==> config.mk <==
export PLATFORM = sky130hd
export DESIGN_NAME = irq_pending_ctrl
export DESIGN_NICKNAME = d
export VERILOG_FILES = /design/src/rtl/irq_pkg.sv /design/src/rtl/sync_ff.sv /design/src/rtl/irq_pending_ctrl.sv
export SDC_FILE = /design/constraint.sdc
export NUM_CORES = 1
export LEC_CHECK = 0
export BUFFER_PORTS_ARGS = -buffer_cell sky130_fd_sc_hd__clkbuf_2
export CAP_MARGIN = 20
export CORE_AREA = 4 4 59 114
export CTS_CLUSTER_SIZE = 24
export DETAILED_ROUTE_END_ITERATION = 8
export DIE_AREA = 0 0 63 118
export GPL_TIMING_DRIVEN = 0
export HOLD_SLACK_MARGIN = 0.03
export PLACE_DENSITY = 0.49
export SYNTH_ARGS = -nofsm -noshare
export SYNTH_HDL_FRONTEND = slang
export SYNTH_SLANG_ARGS = --single-unit
==> constraint.sdc <==
create_clock -name clk -period 1.6 [get_ports clk]
set_clock_uncertainty 0.05 [all_clocks]
set_input_delay 0.16 -clock clk [delete_from_list [all_inputs] [get_ports clk]]
set_output_delay 0.16 -clock clk [all_outputs]
set_load 0.01 [all_outputs]
==> src/rtl/irq_pkg.sv <==
// Shared definitions for the interrupt pending controller.
//   N      : number of request lines, fixed to match the 8-to-3 priority encoder
//   IDX_W  : width of an encoded request index
//   state_e: handshake FSM states (IDLE, REQ, SVC)
package irq_pkg;

  localparam int N     = 8;
  localparam int IDX_W = 3;

  typedef enum logic [1:0] {
    IDLE = 2'd0,
    REQ  = 2'd1,
    SVC  = 2'd2
  } state_e;

endpackage

==> src/rtl/sync_ff.sv <==
// Single-bit multi-flop synchroniser for an asynchronous input.
//   clk   : destination clock
//   rst_n : asynchronous active-low reset, clears every stage
//   d     : asynchronous input
//   q     : synchronised output (last stage)
module sync_ff #(
  parameter int STAGES = 2
) (
  input  logic clk,
  input  logic rst_n,
  input  logic d,
  output logic q
);

  logic [STAGES-1:0] chain_q;
  logic [STAGES-1:0] chain_d;

  // Shift the raw input in at bit 0; the top bit is the settled copy.
  always_comb begin
    chain_d = {chain_q[STAGES-2:0], d};
  end

  always_ff @(posedge clk or negedge rst_n) begin
    if (!rst_n) begin
      chain_q <= '0;
    end else begin
      chain_q <= chain_d;
    end
  end

  assign q = chain_q[STAGES-1];

endmodule

==> src/rtl/irq_pending_ctrl.sv <==
// Interrupt request front end feeding an 8-to-3 priority encoder.
// Synchronises the raw request lines, latches them as edge- or level-
// triggered pending bits, masks them onto req and runs the irq/ack/eoi
// handshake with the consumer.
//   clk, rst_n : system clock, asynchronous active-low reset
//   irq_in     : raw asynchronous request lines
//   mask       : per-line enable (1 = enabled)
//   edge_mode  : 1 = rising-edge latched, 0 = level-sensitive
//   ack/ack_id : acknowledge pulse and the encoder index being served
//   eoi        : end-of-service pulse
//   req        : pending & mask, to the encoder
//   irq        : interrupt request to the consumer
//   in_service : high while a request is being serviced
//   isr        : one-hot in-service vector
module irq_pending_ctrl
  import irq_pkg::*;
#(
  parameter int SYNC_STAGES = 2
) (
  input  logic             clk,
  input  logic             rst_n,
  input  logic [N-1:0]     irq_in,
  input  logic [N-1:0]     mask,
  input  logic             edge_mode,
  input  logic             ack,
  input  logic [IDX_W-1:0] ack_id,
  input  logic             eoi,
  output logic [N-1:0]     req,
  output logic             irq,
  output logic             in_service,
  output logic [N-1:0]     isr
);

  logic [N-1:0] s;
  logic [N-1:0] prev_q, prev_d;
  logic [N-1:0] rise;
  logic [N-1:0] pending_q, pending_d;
  logic [N-1:0] isr_q, isr_d;
  logic [N-1:0] ack_onehot;
  logic         ack_ok;
  state_e       state_q, state_d;

  for (genvar i = 0; i < N; i++) begin : g_sync
    sync_ff #(
      .STAGES(SYNC_STAGES)
    ) u_sync (
      .clk  (clk),
      .rst_n(rst_n),
      .d    (irq_in[i]),
      .q    (s[i])
    );
  end

  // prev resets to 0, so a line already high at reset release is seen
  // as one rising edge.
  always_comb begin
    prev_d = s;
    rise   = s & ~prev_q;
  end

  assign req = pending_q & mask;

  // An ack only counts while the request is being presented and the
  // acknowledged bit is actually requesting; req here is the registered
  // value, so a same-cycle drop of req does not disqualify the ack.
  always_comb begin
    ack_onehot         = '0;
    ack_onehot[ack_id] = 1'b1;
    ack_ok             = (state_q == REQ) && ack && req[ack_id];
  end

  // Edge mode: clear on a qualified ack, then OR in new edges so a
  // coinciding edge is never lost. Level mode simply follows the line.
  always_comb begin
    pending_d = pending_q;
    if (edge_mode) begin
      if (ack_ok) begin
        pending_d = pending_d & ~ack_onehot;
      end
      pending_d = pending_d | rise;
    end else begin
      pending_d = s;
    end
  end

  // Handshake FSM: requests accumulate in pending during SVC; a stray
  // ack outside REQ or a stray eoi outside SVC falls through unchanged.
  always_comb begin
    state_d = state_q;
    isr_d   = isr_q;
    case (state_q)
      IDLE: begin
        if (|req) begin
          state_d = REQ;
        end
      end
      REQ: begin
        if (ack_ok) begin
          state_d = SVC;
          isr_d   = ack_onehot;
        end else if (req == '0) begin
          state_d = IDLE;
        end
      end
      SVC: begin
        if (eoi) begin
          state_d = IDLE;
          isr_d   = '0;
        end
      end
      default: begin
        state_d = IDLE;
        isr_d   = '0;
      end
    endcase
  end

  always_ff @(posedge clk or negedge rst_n) begin
    if (!rst_n) begin
      prev_q    <= '0;
      pending_q <= '0;
      isr_q     <= '0;
      state_q   <= IDLE;
    end else begin
      prev_q    <= prev_d;
      pending_q <= pending_d;
      isr_q     <= isr_d;
      state_q   <= state_d;
    end
  end

  assign irq        = (state_q == REQ);
  assign in_service = (state_q == SVC);
  assign isr        = isr_q;

endmodule

==> results of run 1 <==
==> critical path, cell delays in order (launching register included) <==
cell and delay [ns]:
dfrtp_1 0.38, nand3b_1 0.21, a31oi_4 0.21, and3_4 0.27, nand4b_1 0.16, a32o_1 0.30
==> cell type report <==
cell class / count / area [µm²]
clock inverter: 2 / 12.51
multi-input combinational: 69 / 510.5
timing repair buffer: 64 / 436.7
sequential: 42 / 1051
fill: 579 / 3512
tap: 61 / 76.32
clock buffer: 6 / 138.9
inverter: 14 / 52.55
buffer: 4 / 16.27
==> metal layers <==
layer | track usage [%] | vias to the layer above | wire, µm
met1 | 12.97 | 614 | 1511
met2 | 18.80 | 31 | 2001
met5 | 0 | - | 0
met4 | 5.394 | 0 | 82
met3 | 3.629 | 7 | 205
li1 | - | 590 | -
==> report_power, final <==
part / switching [W] / leakage (nW) / internal (W) / total, W
Combinational: 0.000282 / 0.495 / 0.000262 / 0.000544
Sequential: 0.0000570 / 0.504 / 0.00117 / 0.00123
Clock: 0.000393 / 0.0729 / 0.000617 / 0.00101
==> repair_timing <==
action / 4_1_cts / 5_1_grt
endpoints found under the setup margin: 15 / 16
buffers inserted: 5 / 9
pin swaps: 9 / 2
cloned: 0 / 0
resized for setup: 4 / 8
hold endpoints to repair: 9 / 42
hold buffers: 9 / 1
==> how the worst min path moves through the flow <==
| stage | endpoint | slack [ns] | cells past startpoint |
|---|---|---|---|
| 4_1_cts | g_sync[5].u_sync.chain_q[0] | 0.05 | 1 |
| 2_1_floorplan | g_sync[0].u_sync.chain_q[0] | -0.19 | 0 |
| 3_3_place_gp | g_sync[7].u_sync.chain_q[0] | 0.22 | 1 |
| 6_report | state_q[0] | 0.12 | 3 |
| 3_5_place_dp | g_sync[7].u_sync.chain_q[0] | 0.22 | 1 |
| 5_1_grt | state_q[0] | 0.16 | 3 |
==> registers in the layout, summed over array words and instances, names as in the netlist <==
register,flops
state_q,2
pending_q,8
g_sync.u_sync.chain_q,16
prev_q,8
isr,8
==> cell usage in the layout (no fill, tap or decap), types with 2 or more instances in the layout <==
master,count
a32o_1,8
and2_1,3
buf_12,2
buf_4,12
clkbuf_1,3
clkbuf_16,5
clkbuf_2,39
dfrtp_1,42
dlygate4sd3_1,10
inv_1,14
nand2_1,17
nand3_1,5
nand3_2,2
nand3b_1,3
nand4b_1,2
nor2_1,3
o21ai_1,5
o21ai_2,2
==> Yosys cell counts (all sizes together) <==
| library cell | count |
|---|---|
| a21oi | 2 |
| nand2 | 17 |
| nand4b | 2 |
| a31oi | 1 |
| inv | 14 |
| nor4 | 2 |
| a32o | 8 |
| buf | 2 |
| a32oi | 1 |
| nor3 | 1 |
| and2b | 1 |
| nor2b | 2 |
| o2bb2ai | 1 |
| o21bai | 1 |
| and2 | 3 |
| and3 | 1 |
| nor2 | 3 |
| nand3 | 7 |
| o21ai | 7 |
| nand3b | 3 |
| o211ai | 1 |
| nand4 | 1 |
| a41oi | 1 |
| clkbuf | 3 |
| dfrtp | 42 |
| o2111ai | 2 |
| o31ai | 1 |
==> cells by family after synthesis <==
family	synth area share (%)
compound gates	14.56
simple gates	14.32
flops	66.46
buf+inv	4.668
==> through the flow <==
step                instance area (µm²)  setup TNS (ns)  setup WS (ns)
floorplan                          1582               0        0.01170
global placement                   1853          -2.533        -0.2170
detailed placement                 1853          -2.350        -0.1944
CTS                                2161         -0.5823       -0.08318
global route                       2295          -1.311        -0.1239
finish                             2295         -0.3362       -0.07304
==> results.md, run 1 <==
* Final core utilization at 39.52%
* Routed WL at 3.800 mm
* Layout cells sized above 1 at 37.31%
* VDD IR max at 0.6059 mV
* CTS tree: yes
* Critical Path AT at 1.79 ns
* Inserted Diodes at 0
* Die height at 118 µm
* Area growth syn-to-layout at 45.09%
* Final Setup Violations at 12
* Hold_sp: mask[4]
* Total track usage at 11.35%
* Io pins at 42
* Fmax at 597.7 MHz
* GP Congestion at 0.7407
* WHS at 0.1229 ns
* Dpl cells at 230
* DRC Markers at 0
* Avg Cell Area, Syn at 12.17 µm²
* Period minus WS final at 1.673 ns
* Total CTS buffers at 5
* Failing checks: setup timing
* Leakage at 1.072 nW
* P per Cell Area at 1211 mW/mm²
* Clock sink count at 42
* YS warnings at 0
* Slew Limit Fails at 0
* DR pass1 iterations at 4
* Hold crit path type: in2reg
* Terminus of the critical flop-to-flop path: pending_q[2]
* Initial antenna violation count at 0
* Bufs on Longest Clock Path at 2
* Register area share after synthesis at 66.46%
* Core area at 0.005807 mm²
* First-pass GRT wire length at 6.458 mm
* Final Hold Vio Count at 0
* Post-synthesis cell count at 130
* Congestion Overflow GR at 0
* Max-Cap Viols at 0
* R2R cell count at 5
* Worst Setup EP: pending_q[2]
* Routed WL per cell at 14.50 µm
* Area contributors post-synth: dfrtp_1 (66%), a32o_1 (5.1%), nand2_1 (4.0%)
* Die area at 0.007434 mm²
* Setup slack, reg-to-reg at -0.07 ns
* RSZ-0062 raised after global routing: yes
* Root buffer cell: clkbuf_16
* Vias at 1242
* H-Tree Depth at 2
* IO buf count at 39
* Mapped Area at 0.001582 mm²
* Post-synth top area cell: dfrtp_1
* Crit path from: state_q[1]
* Final worst slack at -0.07304 ns
* Crit end category: flop
* FP Rows at 39
* Max FO, Critical Path at 7
* Status: complete, but fails checks
* Slew margin rel. at 65.78%
* Largest net degree at the start of global routing at 43
* Iteration-0 DRC Markers at 41
* Crit path required time at 1.72 ns
* Final #Nets at 224
* Startpoint types: flop
* Netlist cell types at 30
* Post-layout power at 0.002779 W
* Reg-to-Reg Start: state_q[1]
* Final period utilization at 104.6%
* Worst-Margin Slew at 0.5133 ns
* Synth Net Count at 154
* Clock transition at path regs at 0.06 ns
* Initial Util at 27.24%
* Synth top area share at 66.46%
* Chip Width at 63 µm
* Clock latency on the worst-skew pair at 0.28 ns
* Setup CP Type: reg2reg
* Synthesis-stage register bit count at 42
* DR vias/cell at 4.740
* Vias in the first global route at 1205
* Final non-filler cell total at 262
* Final ANT Viol Nets at 0
* Post-detail-place hpwl at 2.735 mm
(Power assumes the default switching activity.)
==> run 2, diff against run 1 <==
- CORE_AREA: 4 4 59 114 -> 4 4 53 103
- DIE_AREA: 0 0 63 118 -> 0 0 57 107
- PLACE_DENSITY: 0.49 -> 0.58
- SLEW_MARGIN: default -> 15
==> results.md, run 2 (synthesized netlist as in run 1, its figures left out) <==
* Status: complete, but fails checks
* Failing checks: setup timing
* Worst path buffer plus inverter count at 0 (unchanged)
* VDD IR max at 0.7105 mV (+17%)
* Chip Width at 57 µm (-9.5%)
* Hold crit path type: in2reg
* Worst-Margin Slew at 0.9045 ns (+0.3912 ns)
* Hold EP: state_q[0]
* Most frequent cells in the layout: dfrtp_1 (42), clkbuf_2 (38), nand2_1 (17), inv_1 (14), dlygate4sd3_1 (10)
* Setup TNS at -0.2357 ns (+0.1004 ns)
* Routed WL per cell at 14.48 µm (-0.15%)
* Hold_sp: mask[4]
* P per Cell Area at 1143 mW/mm² (-5.6%)
* Post-detail-place hpwl at 2.694 mm (-1.5%)
* Routed WL at 3.606 mm (-5.1%)
* CP max stage delay at 0.39 ns (about the same)
* Hold depth at 3 (unchanged)
* Vias at 1209 (-2.7%)
* H-Tree Depth at 2 (unchanged)
* Final Setup Violations at 9 (-3)
* DRC Markers at 0 (unchanged)
* Terminus of the critical flop-to-flop path: pending_q[2]
* Core area at 0.004642 mm² (-20%)
* DR pass1 iterations at 4 (unchanged)
* First-pass GRT wire length at 5.865 mm (-9.2%)
* Largest reg by FF count: g_sync.u_sync.chain_q
* Leakage at 1.005 nW (-6.2%)
* RSZ-0062 raised after global routing: yes
* Crit end category: flop
* Critical path depth in cells at 5 (unchanged)
* Final Hold Vio Count at 0 (unchanged)
* Initial antenna violation count at 0 (unchanged)
* IO buf count at 39 (unchanged)
* Clock sink count at 42 (unchanged)
* Critical Path, Cell by Cell: nand3b_1 -> a31oi_4 -> and3_4 -> nand4b_1 -> a32o_1
* Largest net degree at the start of global routing at 43 (unchanged)
* Clock transition at path regs at 0.08 ns (+0.02 ns)
* Setup CP Type: reg2reg
* Slew margin rel. at 39.70% (-26 points)
* DR vias/cell at 4.855 (+2.4%)
* Initial Util at 34.07% (+6.8 points)
* R2R cell count at 5 (unchanged)
* Total track usage at 12.71% (+1.4 points)
* Io pins at 42 (unchanged)
* Final ANT Viol Nets at 0 (unchanged)
* Final core utilization at 45.96% (+6.4 points)
* Final period utilization at 103.5% (-1.1 points)
* Congestion Overflow GR at 0 (unchanged)
* Crit path required time at 1.73 ns (about the same)
* Fmax at 604.1 MHz (+1.1%)
* Vias in the first global route at 1228 (+1.9%)
* Iteration-0 DRC Markers at 44 (+7.3%)
* Final #Nets at 217 (-3.1%)
* Inserted Diodes at 0 (unchanged)
* Root buffer cell: clkbuf_8
* Clock latency on the worst-skew pair at 0.29 ns (about the same)
* Most common cell after layout, fill and taps aside: dfrtp_1
* Slowest CP cell: dfrtp_1
* Max-Cap Viols at 0 (unchanged)
* Reg-to-Reg Start: state_q[1]
* Max FFs per register at 16 (unchanged)
* Critical Path AT at 1.79 ns (about the same)
* Max FO, Critical Path at 7 (unchanged)
* Area growth syn-to-layout at 34.89%
* CTS tree: yes
* Die height at 107 µm (-9.3%)
* Startpoint types: flop
* Total CTS buffers at 5 (unchanged)
* Layout cells sized above 1 at 32.99% (-4.3 points)
* FP Rows at 35 (-10%)
* Final worst slack at -0.05526 ns (+0.01778 ns)
* Worst path top cell family by delay: simple AND/OR/NAND/NOR gates
* Setup slack, reg-to-reg at -0.06 ns (+0.02 ns)
* Slew Limit Fails at 0 (unchanged)
* Die area at 0.006099 mm² (-18%)
* WHS at 0.1295 ns (+0.006647 ns)
* GP Congestion at 0.9076 (+23%)
* Period minus WS final at 1.655 ns (-0.01778 ns)
* Crit path from: state_q[1]
* Bufs on Longest Clock Path at 2 (unchanged)
==> run 2: worst max-delay path by stage <==
stage	to
3_5_place_dp	pending_q[2]
4_1_cts	pending_q[2]
2_1_floorplan	pending_q[7]
5_1_grt	pending_q[2]
3_3_place_gp	isr[4]
6_report	pending_q[2]
==> run 2: layout make-up <==
class	instances	area, µm²
Buffer	4	16.27
Clock buffer	7	86.33
Clock inverter	1	5.005
Fill cell	460	2509
Inverter	14	52.55
Multi-Input combinational cell	69	485.5
Sequential cell	42	1051
Tap cell	55	68.82
Timing Repair Buffer	57	367.9
==> run 2: report_power, final <==
part / switching, W / internal, W
Sequential: 0.0000592 / 0.00117
Clock: 0.000338 / 0.000348
Combinational: 0.000272 / 0.000255
Total: 0.000669 / 0.00177
==> run 2: timing repair <==
item / 4_1_cts / 5_1_grt
hold buffers: 10 / 0
setup endpoints to repair: 15 / 16
buffers inserted: 4 / 4
endpoints found under the hold margin: 51 / 0
resized for setup: 4 / 3
pin swaps: 5 / 5
==> run 2: worst register-to-register path: stages (launching register included) <==
cell      delay, ns
dfrtp_1        0.39
nand3b_1       0.22
a31oi_4        0.21
and3_4         0.26
nand4b_1       0.14
a32o_1         0.28
==> run 2: through the flow <==
stage | std cells | instance area [µm²] | setup WS [ns] | power (W)
detailed placement | 224 | 1846 | -0.1600 | 0.001664
CTS | 246 | 2097 | -0.1004 | 0.002437
finish | 249 | 2133 | -0.05526 | 0.002439
global placement | 224 | 1846 | -0.1398 | 0.001645
floorplan | 130 | 1582 | 0.01170 | 0.001472
global route | 249 | 2133 | -0.1360 | 0.002576
==> run 2: layer usage <==
| layer | share of wire, % | up-vias | GRT usage, % |
|---|---|---|---|
| li1 | - | 577 | - |
| met1 | 36 | 583 | 13.54 |
| met2 | 55 | 40 | 22.50 |
| met3 | 6.7 | 9 | 3.012 |
| met4 | 2.9 | 0 | 6.633 |
| met5 | 0 | - | 0 |
==> run 3, diff against run 2 <==
- ABC_AREA: default -> 1
- CORE_AREA: 4 4 53 103 -> 4 4 55 106
- DIE_AREA: 0 0 57 107 -> 0 0 59 110
==> results.md, run 3 <==
* Status: complete, no violations
* DR pass1 iterations at 2 (-2)
* Crit end category: flop
* Largest net degree at the start of global routing at 43 (unchanged)
* Synthesis-stage register bit count at 42 (unchanged)
* Chip Width at 59 µm (+3.5%)
* Critical Path AT at 1.62 ns (-0.17 ns)
* GP Congestion at 0.8062 (-11%)
* Slowest CP cell: dfrtp_1
* Worst path top cell family by delay: simple AND/OR/NAND/NOR gates
* Synth top area share at 61.76% (-4.7 points)
* Final worst slack at 0.1163 ns (+0.1716 ns)
* Synth Net Count at 198 (+29%)
* Post-detail-place hpwl at 2.675 mm (-0.69%)
* Final Setup Violations at 0 (-9)
* Area growth syn-to-layout at 30.44%
* Worst-Margin Slew at 0.6428 ns (-0.2617 ns)
* Bufs on Longest Clock Path at 2 (unchanged)
* FP Rows at 36 (+2.9%)
* Area contributors post-synth: dfrtp_1 (62%), nand2_1 (11%), nand2_2 (4.0%)
* Netlist cell types at 21 (-30%)
* Most frequent cells in the layout: nand2_1 (50), dfrtp_1 (42), clkbuf_2 (40), inv_1 (16), nor2_1 (13)
* Post-synthesis cell count at 174 (+34%)
* Met2 WL post-DR at 2.011 mm (+1.7%)
* YS warnings at 0 (unchanged)
* Fillers at 503 (+9.3%)
* Mapped Area at 0.001702 mm² (+7.6%)
* P per Cell Area at 1261 mW/mm² (+10%)
* Total track usage at 12.36% (-0.35 points)
* Root buffer cell: clkbuf_8
* Max FO, Critical Path at 9 (+2)
* Final period utilization at 92.73% (-11 points)
* Die height at 110 µm (+2.8%)
* CP max stage delay at 0.37 ns (-0.02 ns)
* Final core utilization at 44.80% (-1.2 points)
* DRC Markers at 0 (unchanged)
* Slew margin rel. at 57.15% (+17 points)
* Largest reg by FF count: g_sync.u_sync.chain_q
* Vias in the first global route at 1319 (+7.4%)
* Clock sink count at 42 (unchanged)
* Initial Util at 34.34% (+0.27 points)
* Final Hold Vio Count at 0 (unchanged)
* Routed length on met3 at 183 µm (-24%)
* Multi-input logic area at 568.0 µm² (+17%)
* Fmax at 674.0 MHz (+12%)
* Post-synth EDFFs at 0 (unchanged)
* Most frequent cell after synthesis: nand2_1
* H-Tree Depth at 2 (unchanged)
* Register area at 0.001051 mm² (unchanged)
* Top FF cell, synth: dfrtp_1
* Max-Cap Viols at 0 (unchanged)
* Register area share after synthesis at 61.76% (-4.7 points)
* Routed WL per cell at 11.92 µm (-18%)
* IO buf count at 40 (+2.6%)
* Slew Limit Fails at 0 (unchanged)
* P_sw at 0.0008772 W (+31%)
* Worst path buffer plus inverter count at 1 (+1)
* Final ANT Viol Nets at 0 (unchanged)
* Die area at 0.006490 mm² (+6.4%)
* Post-layout power at 0.002800 W (+15%)
* Post-synth top area cell: dfrtp_1
* Dpl cells at 271 (+21%)
* Total CTS buffers at 5 (unchanged)
* VDD IR max at 0.8064 mV (+13%)
* Inserted Diodes at 0 (unchanged)
* Io pins at 42 (unchanged)
* Clock transition at path regs at 0.08 ns (about the same)
* Final #Nets at 257 (+18%)
* Max FFs per register at 16 (unchanged)
* Routed WL at 3.468 mm (-3.8%)
* DR top layer: met4
* Critical Path, Cell by Cell: inv_2 -> nor2_4 -> nand2_1 -> nor2_4 -> nand3_4 -> nand2_4 -> nand2_8 -> nand2_2 -> nand2_1
* Final non-filler cell total at 291 (+17%)
* Leakage at 1.159 nW (+15%)
* CTS tree: yes
* Iteration-0 DRC Markers at 15 (-66%)
* Layout cells sized above 1 at 33.33% (+0.34 points)
* Avg Cell Area, Syn at 9.779 µm² (-20%)
* Post-synth top cells: nand2_1 (50), dfrtp_1 (42), inv_1 (16), nor2_1 (13), nand2_2 (11)
* Setup WS pre-CTS at 0.06718 ns (+0.2272 ns)
* Congestion Overflow GR at 0 (unchanged)
* Combinational share of power at 25.8% (+4.2 points)
* Met1 wire length at 1.189 mm (-7.2%)
* Setup CP Type: reg2reg
* Clock latency on the worst-skew pair at 0.29 ns (about the same)
* Core area at 0.004955 mm² (+6.7%)
* Reg power frac at 44.1% (-6.2 points)
* Startpoint types: flop
* Hold crit path type: in2reg
* DR vias/cell at 4.440 (-8.6%)
* Post-synth ARST share at 100.0% (unchanged)
* Sw Share at 31.33% (+3.9 points)
* Most common cell after layout, fill and taps aside: nand2_1
* Period minus WS final at 1.484 ns (-0.1716 ns)
* Crit path required time at 1.74 ns (about the same)
* WHS at 0.1248 ns (-0.004685 ns)
* First-pass GRT wire length at 5.906 mm (+0.70%)
* Initial antenna violation count at 0 (unchanged)
* Vias at 1292 (+6.9%)
* Clock share of power at 30.1% (+2.0 points)
* P_int at 0.001923 W (+8.6%)
run 3: cell types whose count changed after synthesis, moves of 3 or more:
cell      before  now
nor2_1         3   13
nor2_4         0    3
nand4_1        1    5
nand2_1       17   50
inv_2          0    4
nand3b_1       3    0
and2_1         3    0
nand2_2        0   11
a32o_1         8    0
run 3: power groups by stage:
stage / combinational (W) / sequential, W / clock, W
after floorplan: 0.000447 / 0.00127 / 0
after global placement: 0.000665 / 0.00125 / 0
after detailed placement: 0.000675 / 0.00126 / 0
after CTS: 0.000693 / 0.00124 / 0.000881
after global routing: 0.000805 / 0.00125 / 0.000927
final: 0.000723 / 0.00123 / 0.000843
run 3: final cells by class:
cell class	count	share of cell area (%)
Inverter	20	3.382
Tap cell	57	3.213
Clock buffer	5	3.100
Clock inverter	3	2.029
Multi-Input combinational cell	110	25.59
Sequential cell	42	47.35
Buffer	2	0.3382
Timing Repair Buffer	52	14.99
run 3: kinds of logic after synthesis:
kind of cell    count (synthesis)  share of synthesized area, %
simple gates                  100                         29.56
flops                          42                         61.76
buf+inv                        22                         4.853
compound gates                 10                         3.824
run 3: metrics by stage:
| stage | area, µm² | setup TNS (ns) |
|---|---|---|
| floorplan | 1702 | 0 |
| global placement | 1973 | 0 |
| detailed placement | 1973 | 0 |
| CTS | 2177 | 0 |
| global route | 2220 | -0.006422 |
| finish | 2220 | 0 |
run 3: metal layers:
metal	vias up	global-route usage, %
li1	654	-
met3	7	3.497
met4	0	6.159
met1	604	12.01
met2	27	22.86
met5	-	0
run 3: final timing paths:
check | from | to | slack (ns) | depth (start not counted)
max in group asynchronous | rst_n | g_sync[1].u_sync.chain_q[1] | 0.61 | 3
worst min-delay path | eoi | state_q[1] | 0.12 | 4
worst max-delay path | state_q[0] | isr[1] | 0.12 | 9
worst max register to register | state_q[0] | isr[1] | 0.12 | 9
min in group asynchronous | rst_n | g_sync[0].u_sync.chain_q[0] | 0.36 | 2
worst min register to register | g_sync[7].u_sync.chain_q[0] | g_sync[7].u_sync.chain_q[1] | 0.30 | 0
run 3: worst reg2reg max path, cell delays in order (launching register included):
cell     delay [ns]
dfrtp_1        0.37
inv_2          0.07
nor2_4         0.15
nand2_1        0.11
nor2_4         0.13
nand3_4        0.16
nand2_4        0.14
nand2_8        0.09
nand2_2        0.06
nand2_1        0.05
run 3: what timing repair did:
action | 4_1_cts | 5_1_grt
buffers inserted | 0 | 2
hold buffers | 9 | 0
endpoints found under the setup margin | 0 | 8
gates resized for setup | 0 | 0
hold endpoints to repair | 38 | 0
